===== config.mk =====
export PLATFORM = sky130hd
export DESIGN_NAME = ctl_round
export DESIGN_NICKNAME = d
export VERILOG_FILES = /design/src/rtl/ctl_pkg.sv /design/src/rtl/ctl_edge_det.sv /design/src/rtl/ctl_round.sv
export SDC_FILE = /design/constraint.sdc
export NUM_CORES = 1
export LEC_CHECK = 0
export CORE_MARGIN = 5
export CORE_UTILIZATION = 54
export DETAILED_ROUTE_END_ITERATION = 7
export PLACE_DENSITY = 0.79
export SLEW_MARGIN = 10
export SYNTH_ARGS = -nofsm -noshare
export SYNTH_HDL_FRONTEND = slang
export SYNTH_SLANG_ARGS = --single-unit

===== constraint.sdc =====
create_clock -name clk -period 2.15 [get_ports clk]
set_input_delay 0.3225 -clock clk [delete_from_list [all_inputs] [get_ports clk]]
set_output_delay 0.3225 -clock clk [all_outputs]
set_load 0.01 [all_outputs]

===== src/rtl/ctl_pkg.sv =====
// rtl/ctl_pkg.sv - shared state encoding, widths and BCD helper for the round sequencer
package ctl_pkg;

  typedef enum logic [2:0] {
    IDLE      = 3'd0,
    CLEAR     = 3'd1,
    SPAWN     = 3'd2,
    FLYING    = 3'd3,
    ESCAPE    = 3'd4,
    NEXT      = 3'd5,
    GAME_OVER = 3'd6
  } round_state_t;

  localparam int AMMO_W = 3;
  localparam int DUCK_W = 4;

  // {tens, units} of a duck count; DUCK_W bits never exceed 15
  function automatic logic [7:0] to_bcd(input logic [DUCK_W-1:0] v);
    if (v >= DUCK_W'(10)) begin
      return {4'd1, v - DUCK_W'(10)};
    end
    return {4'd0, v};
  endfunction

endpackage


===== src/rtl/ctl_edge_det.sv =====
// rtl/ctl_edge_det.sv - registered one-bit rising-edge detector
module ctl_edge_det (
  input  logic clk,
  input  logic rst_n,
  input  logic i_d,
  output logic o_rise
);

  logic r_prev;
  logic r_rise;

  always_ff @(posedge clk or negedge rst_n) begin
    if (!rst_n) begin
      r_prev <= 1'b0;
      r_rise <= 1'b0;
    end else begin
      r_prev <= i_d;
      r_rise <= i_d & ~r_prev;
    end
  end

  assign o_rise = r_rise;

endmodule


===== src/rtl/ctl_round.sv =====
// rtl/ctl_round.sv - duck-hunt round sequencer; CTL_ROUND_HEX_EN adds hex0/hex1 ducks_left digits
module ctl_round
  import ctl_pkg::*;
#(
  parameter int SHOTS_PER_DUCK  = 3,
  parameter int DUCKS_PER_ROUND = 10,
  parameter int FLY_TICKS       = 300,
  parameter int ESCAPE_TICKS    = 60,
  parameter int PASS_SCORE      = 6
) (
  input  logic              clk,
  input  logic              rst_n,
  input  logic              start,
  input  logic              trigger,
  input  logic              hit,
  input  logic              tick,
  input  logic [3:0]        score_ctr,
  output logic              reset_score,
  output logic              spawn_duck,
  output logic              duck_escape,
  output logic [AMMO_W-1:0] ammo,
  output logic [DUCK_W-1:0] ducks_left,
  output logic              game_over,
  output logic              pass,
  output logic [2:0]        state_dbg
`ifdef CTL_ROUND_HEX_EN
  ,
  output logic [3:0]        hex0,
  output logic [3:0]        hex1
`endif
);

  localparam int CNT_MAXV = (FLY_TICKS > ESCAPE_TICKS) ? FLY_TICKS : ESCAPE_TICKS;
  localparam int CW       = $clog2(CNT_MAXV + 1);

  localparam logic [CW-1:0]     CNT_SAT    = CW'(CNT_MAXV);
  localparam logic [CW-1:0]     FLY_LAST   = CW'(FLY_TICKS - 1);
  localparam logic [CW-1:0]     ESC_LAST   = CW'(ESCAPE_TICKS - 1);
  localparam logic [AMMO_W-1:0] AMMO_INIT  = AMMO_W'(SHOTS_PER_DUCK);
  localparam logic [DUCK_W-1:0] DUCKS_INIT = DUCK_W'(DUCKS_PER_ROUND);
  localparam logic [3:0]        PASS_THR   = 4'(PASS_SCORE);

  round_state_t      r_state;
  round_state_t      w_state_nxt;
  logic [CW-1:0]     r_cnt;
  logic [AMMO_W-1:0] r_ammo;
  logic [DUCK_W-1:0] r_ducks;
  logic              r_reset_score;
  logic              r_spawn;
  logic              r_escape;
  logic              r_game_over;
  logic              r_pass;
  logic              w_start;
  logic              w_trig;
  logic              w_hit;
  logic              w_enter;
  logic              w_shot;
  logic              w_count;

  ctl_edge_det u_start_edge (.clk(clk), .rst_n(rst_n), .i_d(start),   .o_rise(w_start));
  ctl_edge_det u_trig_edge  (.clk(clk), .rst_n(rst_n), .i_d(trigger), .o_rise(w_trig));
  ctl_edge_det u_hit_edge   (.clk(clk), .rst_n(rst_n), .i_d(hit),     .o_rise(w_hit));

  always_comb begin
    w_state_nxt = r_state;
    case (r_state)
      IDLE:      if (w_start) w_state_nxt = CLEAR;
      CLEAR:     w_state_nxt = SPAWN;
      SPAWN:     w_state_nxt = FLYING;
      FLYING: begin
        // hit wins over everything; an empty gun exits one cycle after the last shot
        if (w_hit)                          w_state_nxt = NEXT;
        else if (tick && r_cnt >= FLY_LAST) w_state_nxt = ESCAPE;
        else if (r_ammo == '0)              w_state_nxt = ESCAPE;
      end
      ESCAPE:    if (tick && r_cnt >= ESC_LAST) w_state_nxt = NEXT;
      NEXT:      w_state_nxt = (r_ducks == '0) ? GAME_OVER : SPAWN;
      GAME_OVER: if (w_start) w_state_nxt = CLEAR;
      default:   w_state_nxt = IDLE;
    endcase
  end

  assign w_enter = (w_state_nxt != r_state);
  assign w_shot  = (r_state == FLYING) && !w_hit && w_trig && (r_ammo != '0);
  assign w_count = tick && (r_cnt != CNT_SAT) && (r_state == FLYING || r_state == ESCAPE);

  always_ff @(posedge clk or negedge rst_n) begin
    if (!rst_n) begin
      r_state       <= IDLE;
      r_cnt         <= '0;
      r_ammo        <= '0;
      r_ducks       <= '0;
      r_reset_score <= 1'b0;
      r_spawn       <= 1'b0;
      r_escape      <= 1'b0;
      r_game_over   <= 1'b0;
      r_pass        <= 1'b0;
    end else begin
      r_state       <= w_state_nxt;
      r_reset_score <= (w_state_nxt == CLEAR);
      r_spawn       <= (w_state_nxt == SPAWN);
      r_escape      <= (w_state_nxt == ESCAPE);
      r_game_over   <= (w_state_nxt == GAME_OVER);

      // ticks landing on a transition cycle are dropped by the entry clear
      if (w_enter)      r_cnt <= '0;
      else if (w_count) r_cnt <= r_cnt + 1'b1;

      if (w_state_nxt == SPAWN) r_ammo <= AMMO_INIT;
      else if (w_shot)          r_ammo <= r_ammo - 1'b1;

      if (w_state_nxt == CLEAR)                         r_ducks <= DUCKS_INIT;
      else if (w_state_nxt == SPAWN && r_ducks != '0)   r_ducks <= r_ducks - 1'b1;

      if (w_state_nxt == GAME_OVER && r_state != GAME_OVER) r_pass <= (score_ctr >= PASS_THR);
      else if (w_state_nxt != GAME_OVER)                    r_pass <= 1'b0;
    end
  end

`ifdef CTL_ROUND_HEX_EN
  logic [3:0] r_hex0;
  logic [3:0] r_hex1;
  logic [7:0] w_bcd;

  assign w_bcd = to_bcd(r_ducks);

  always_ff @(posedge clk or negedge rst_n) begin
    if (!rst_n) begin
      r_hex0 <= '0;
      r_hex1 <= '0;
    end else begin
      r_hex0 <= w_bcd[3:0];
      r_hex1 <= w_bcd[7:4];
    end
  end

  assign hex0 = r_hex0;
  assign hex1 = r_hex1;
`endif

  assign reset_score = r_reset_score;
  assign spawn_duck  = r_spawn;
  assign duck_escape = r_escape;
  assign ammo        = r_ammo;
  assign ducks_left  = r_ducks;
  assign game_over   = r_game_over;
  assign pass        = r_pass;
  assign state_dbg   = r_state;

endmodule


==> results.cfg <==
[floorplanning]
start_util_pct = 56.4
pin_count = 25
coreArea_um2 = 3080
row_count = 20
fp.dieW_um = 66.7
die-area_um2 = 4450
die_h_um = 66.7

[clock_tree]
htree_levels = 2
post_cts_resized = 0
cts_sinks = 30
clock_latency_ps = 340
numCtsBuffers = 5
cts.clk_slew.worst_paths_ps = 100
cts_hold_buffers = 0
cts_tree = done
clk_root_buffer_cell = clkbuf_4
cts_setup_buffers = 0
clock_path_buffers = 2

[power]
internal_power_mw = 1.34
pwr_density_cell_nw_per_um2 = 1110
sw_frac_of_total_pct = 41.3
p_sw_mw = 0.939
peakVddDrop_mv = 0.707
share_comb_of_total_power_pct = 46.3
power_frac_seq_pct = 37.8
cellLeakagePower_nw = 0.810
clkPwrFrac_pct = 15.9

[timing]
finalCriticalPeriod_ps = 1980
setup_tns_ps = 0
slew_violations = 0
tightest_slew_ps = 573
rsz0062_at_grt = no
slew_headroom_pct = 61.4
max_freq_mhz = 505
post-route-period-util_pct = 92.2
setup_viol = 0
finalHoldViolations = 0
finClkSkew_ps = 7.84

[critical_path]
critPathRequiredTime_ps = 2400
cpPeakStageDelay_ps = 460
critical_path_peak_fanout = 9
path_class = reg -> reg
crit_arrival_ps = 2230
reg2regPathDepth = 6
worst_setup_path_end_kind = flip-flop
cp-start-kind = flip-flop
crit_path_cell_trace = ha_1 > a21oi_1 > and4bb_4 > o31ai_4 > a21oi_4 > nor4_4
cpMaxStageDelayCell = dfrtp_1

[synth]
ys_async_sr_fraction_pct = 100
synth_edf_count = 0
ys_warn_count = 0
synth.distinct_cells = 54
synth_top_area_share_pct = 43.3
syn_area_um2 = 1740
synth-seq-cells = 30
ys_seq_area_share_pct = 43.3
synth_nets = 182
synthCells = 167
synth_area_leader_cell = dfrtp_1
synthTopCellsByArea = dfrtp_1 (43%), xnor2_1 (5.6%), ha_1 (3.6%), a21oi_1 (3.2%), nor3_1 (2.9%)
avgSynthCellArea_um2 = 10.4
synth_flop_cell = dfrtp_1

[grt]
grt_max_degree = 31
grt_pass1_vias = 1347
antenna_found_initial = 0
grt.overflow.total = 0
grt_pass1_wl_mm = 5.93
grtUsageTotal_pct = 17.5

[route]
finalWirelength_mm = 3.37
wl_per_cell_um = 14.3
drc = 0
vias_per_cell = 5.60
vias = 1322
first_pass_iters = 4
antenna_left = 0
initialDrtViolationCount = 54

[cells_and_area]
final_cells = 236
drive_gt1_share_pct = 15.1
fillCellCount = 246
nNetsFinal = 206
area_delta_synth_final_pct = 17.9
layout_commonest_cell = dfrtp_1
layout_common_cells = dfrtp_1 (30), clkdlybuf4s50_1 (23), nand2_1 (12), a21oi_1 (11), xnor2_1 (11)
antenna_cells = 0
fin_area_um2 = 2050

[place]
hpwl_mm = 2.47
routabilityCongestion = 0.860
dp_cells = 228
io_buffers = 23
place_area_um2 = 1980

[hold_path]
worstHoldPathType = in -> async

[flow_run]
maxCapViolCount = 0

[status]
status = finished, final reports clean
-- worst paths after layout --
kind | end | slack, ps | from
max | r_cnt[2] | 170 | r_cnt[0]
min | state_dbg[0] | 360 | rst_n
max reg2reg | r_cnt[2] | 170 | r_cnt[0]
min reg2reg | u_trig_edge.o_rise | 400 | u_trig_edge.r_prev
min in group clk | u_trig_edge.o_rise | 400 | u_trig_edge.r_prev
max in group asynchronous | u_hit_edge.r_prev | 1520 | rst_n
-- flip-flops by register name, summed over array words and instances (netlist names) --
| signal | cells |
|---|---|
| r_cnt | 9 |
| u_trig_edge.r_prev | 1 |
| reset_score | 1 |
| pass | 1 |
| spawn_duck | 1 |
| state_dbg | 3 |
| u_start_edge.o_rise | 1 |
| game_over | 1 |
| u_hit_edge.r_prev | 1 |
| ducks_left | 4 |
| ammo | 3 |
| u_trig_edge.o_rise | 1 |
| u_start_edge.r_prev | 1 |
| u_hit_edge.o_rise | 1 |
| duck_escape | 1 |
-- cell usage after synthesis, types with 4 or more instances --
cell	n
a21oi_1	11
buf_2	4
dfrtp_1	30
ha_1	5
inv_1	9
nand2_1	12
nand3_1	7
nor2_1	10
nor2b_1	4
nor3_1	10
xnor2_1	11
-- routing by layer --
metal / global-route usage [%] / share of wire [%]
met5: 0 / 0
met4: 8.12 / 1.8
met3: 5.23 / 6.0
met2: 27.5 / 47
met1: 21.8 / 46
-- power by group through the flow --
stage          registers (mW)  clock network, mW  logic (mW)
2_1_floorplan           0.838                  0       0.735
3_3_place_gp            0.856                  0        1.03
3_5_place_dp            0.869                  0        1.06
4_1_cts                 0.858              0.370        1.06
5_1_grt                 0.890              0.407        1.16
6_report                0.860              0.362        1.05
-- through the flow --
| stage | utilization [%] | hold slack [ps] | worst slack (ps) | power [mW] |
|---|---|---|---|---|
| final | 66.5 | 356 | 168 | 2.27 |
| after global routing | 66.5 | 399 | 96.0 | 2.46 |
| after CTS | 66.5 | 363 | 179 | 2.29 |
| after detailed placement | 64.4 | 386 | 209 | 1.93 |
| after global placement | 64.4 | 385 | 247 | 1.89 |
| after floorplan | - | 26.9 | 373 | 1.57 |
-- kinds of logic (layout without fill, tap and decap cells) --
logic type | after synthesis | count (layout) | synth area share [%]
xor gates and xnor gates | 12 | 12 | 6.06
AOI/OAI and AO/OA | 32 | 32 | 15.2
buffers and inverters | 18 | 43 | 5.26
adders and majority gates | 6 | 6 | 4.18
muxes | 1 | 1 | 0.577
and+or+nand+nor | 68 | 68 | 25.5
DFF | 30 | 30 | 43.3
-- critical path, delay by kind of cell, from the launching register on --
kind | cells | cell delay (ps)
flip-flops | 1 | 460
AO/OA/AOI/OAI | 3 | 590
adder cells (fa/ha/maj) | 1 | 310
AND/OR/NAND/NOR | 2 | 540
-- area by class of cell --
cell class	instances	area, um^2	area share, %
clock buffer	6	51.3	2.51
clock inverter	2	12.5	0.612
inverter	10	37.5	1.83
multi-input combinational	119	893	43.7
sequential	30	751	36.7
tap	44	55.1	2.69
timing repair buffer	25	245	12.0
No activity file was read; power rests on OpenSTA's default activity.
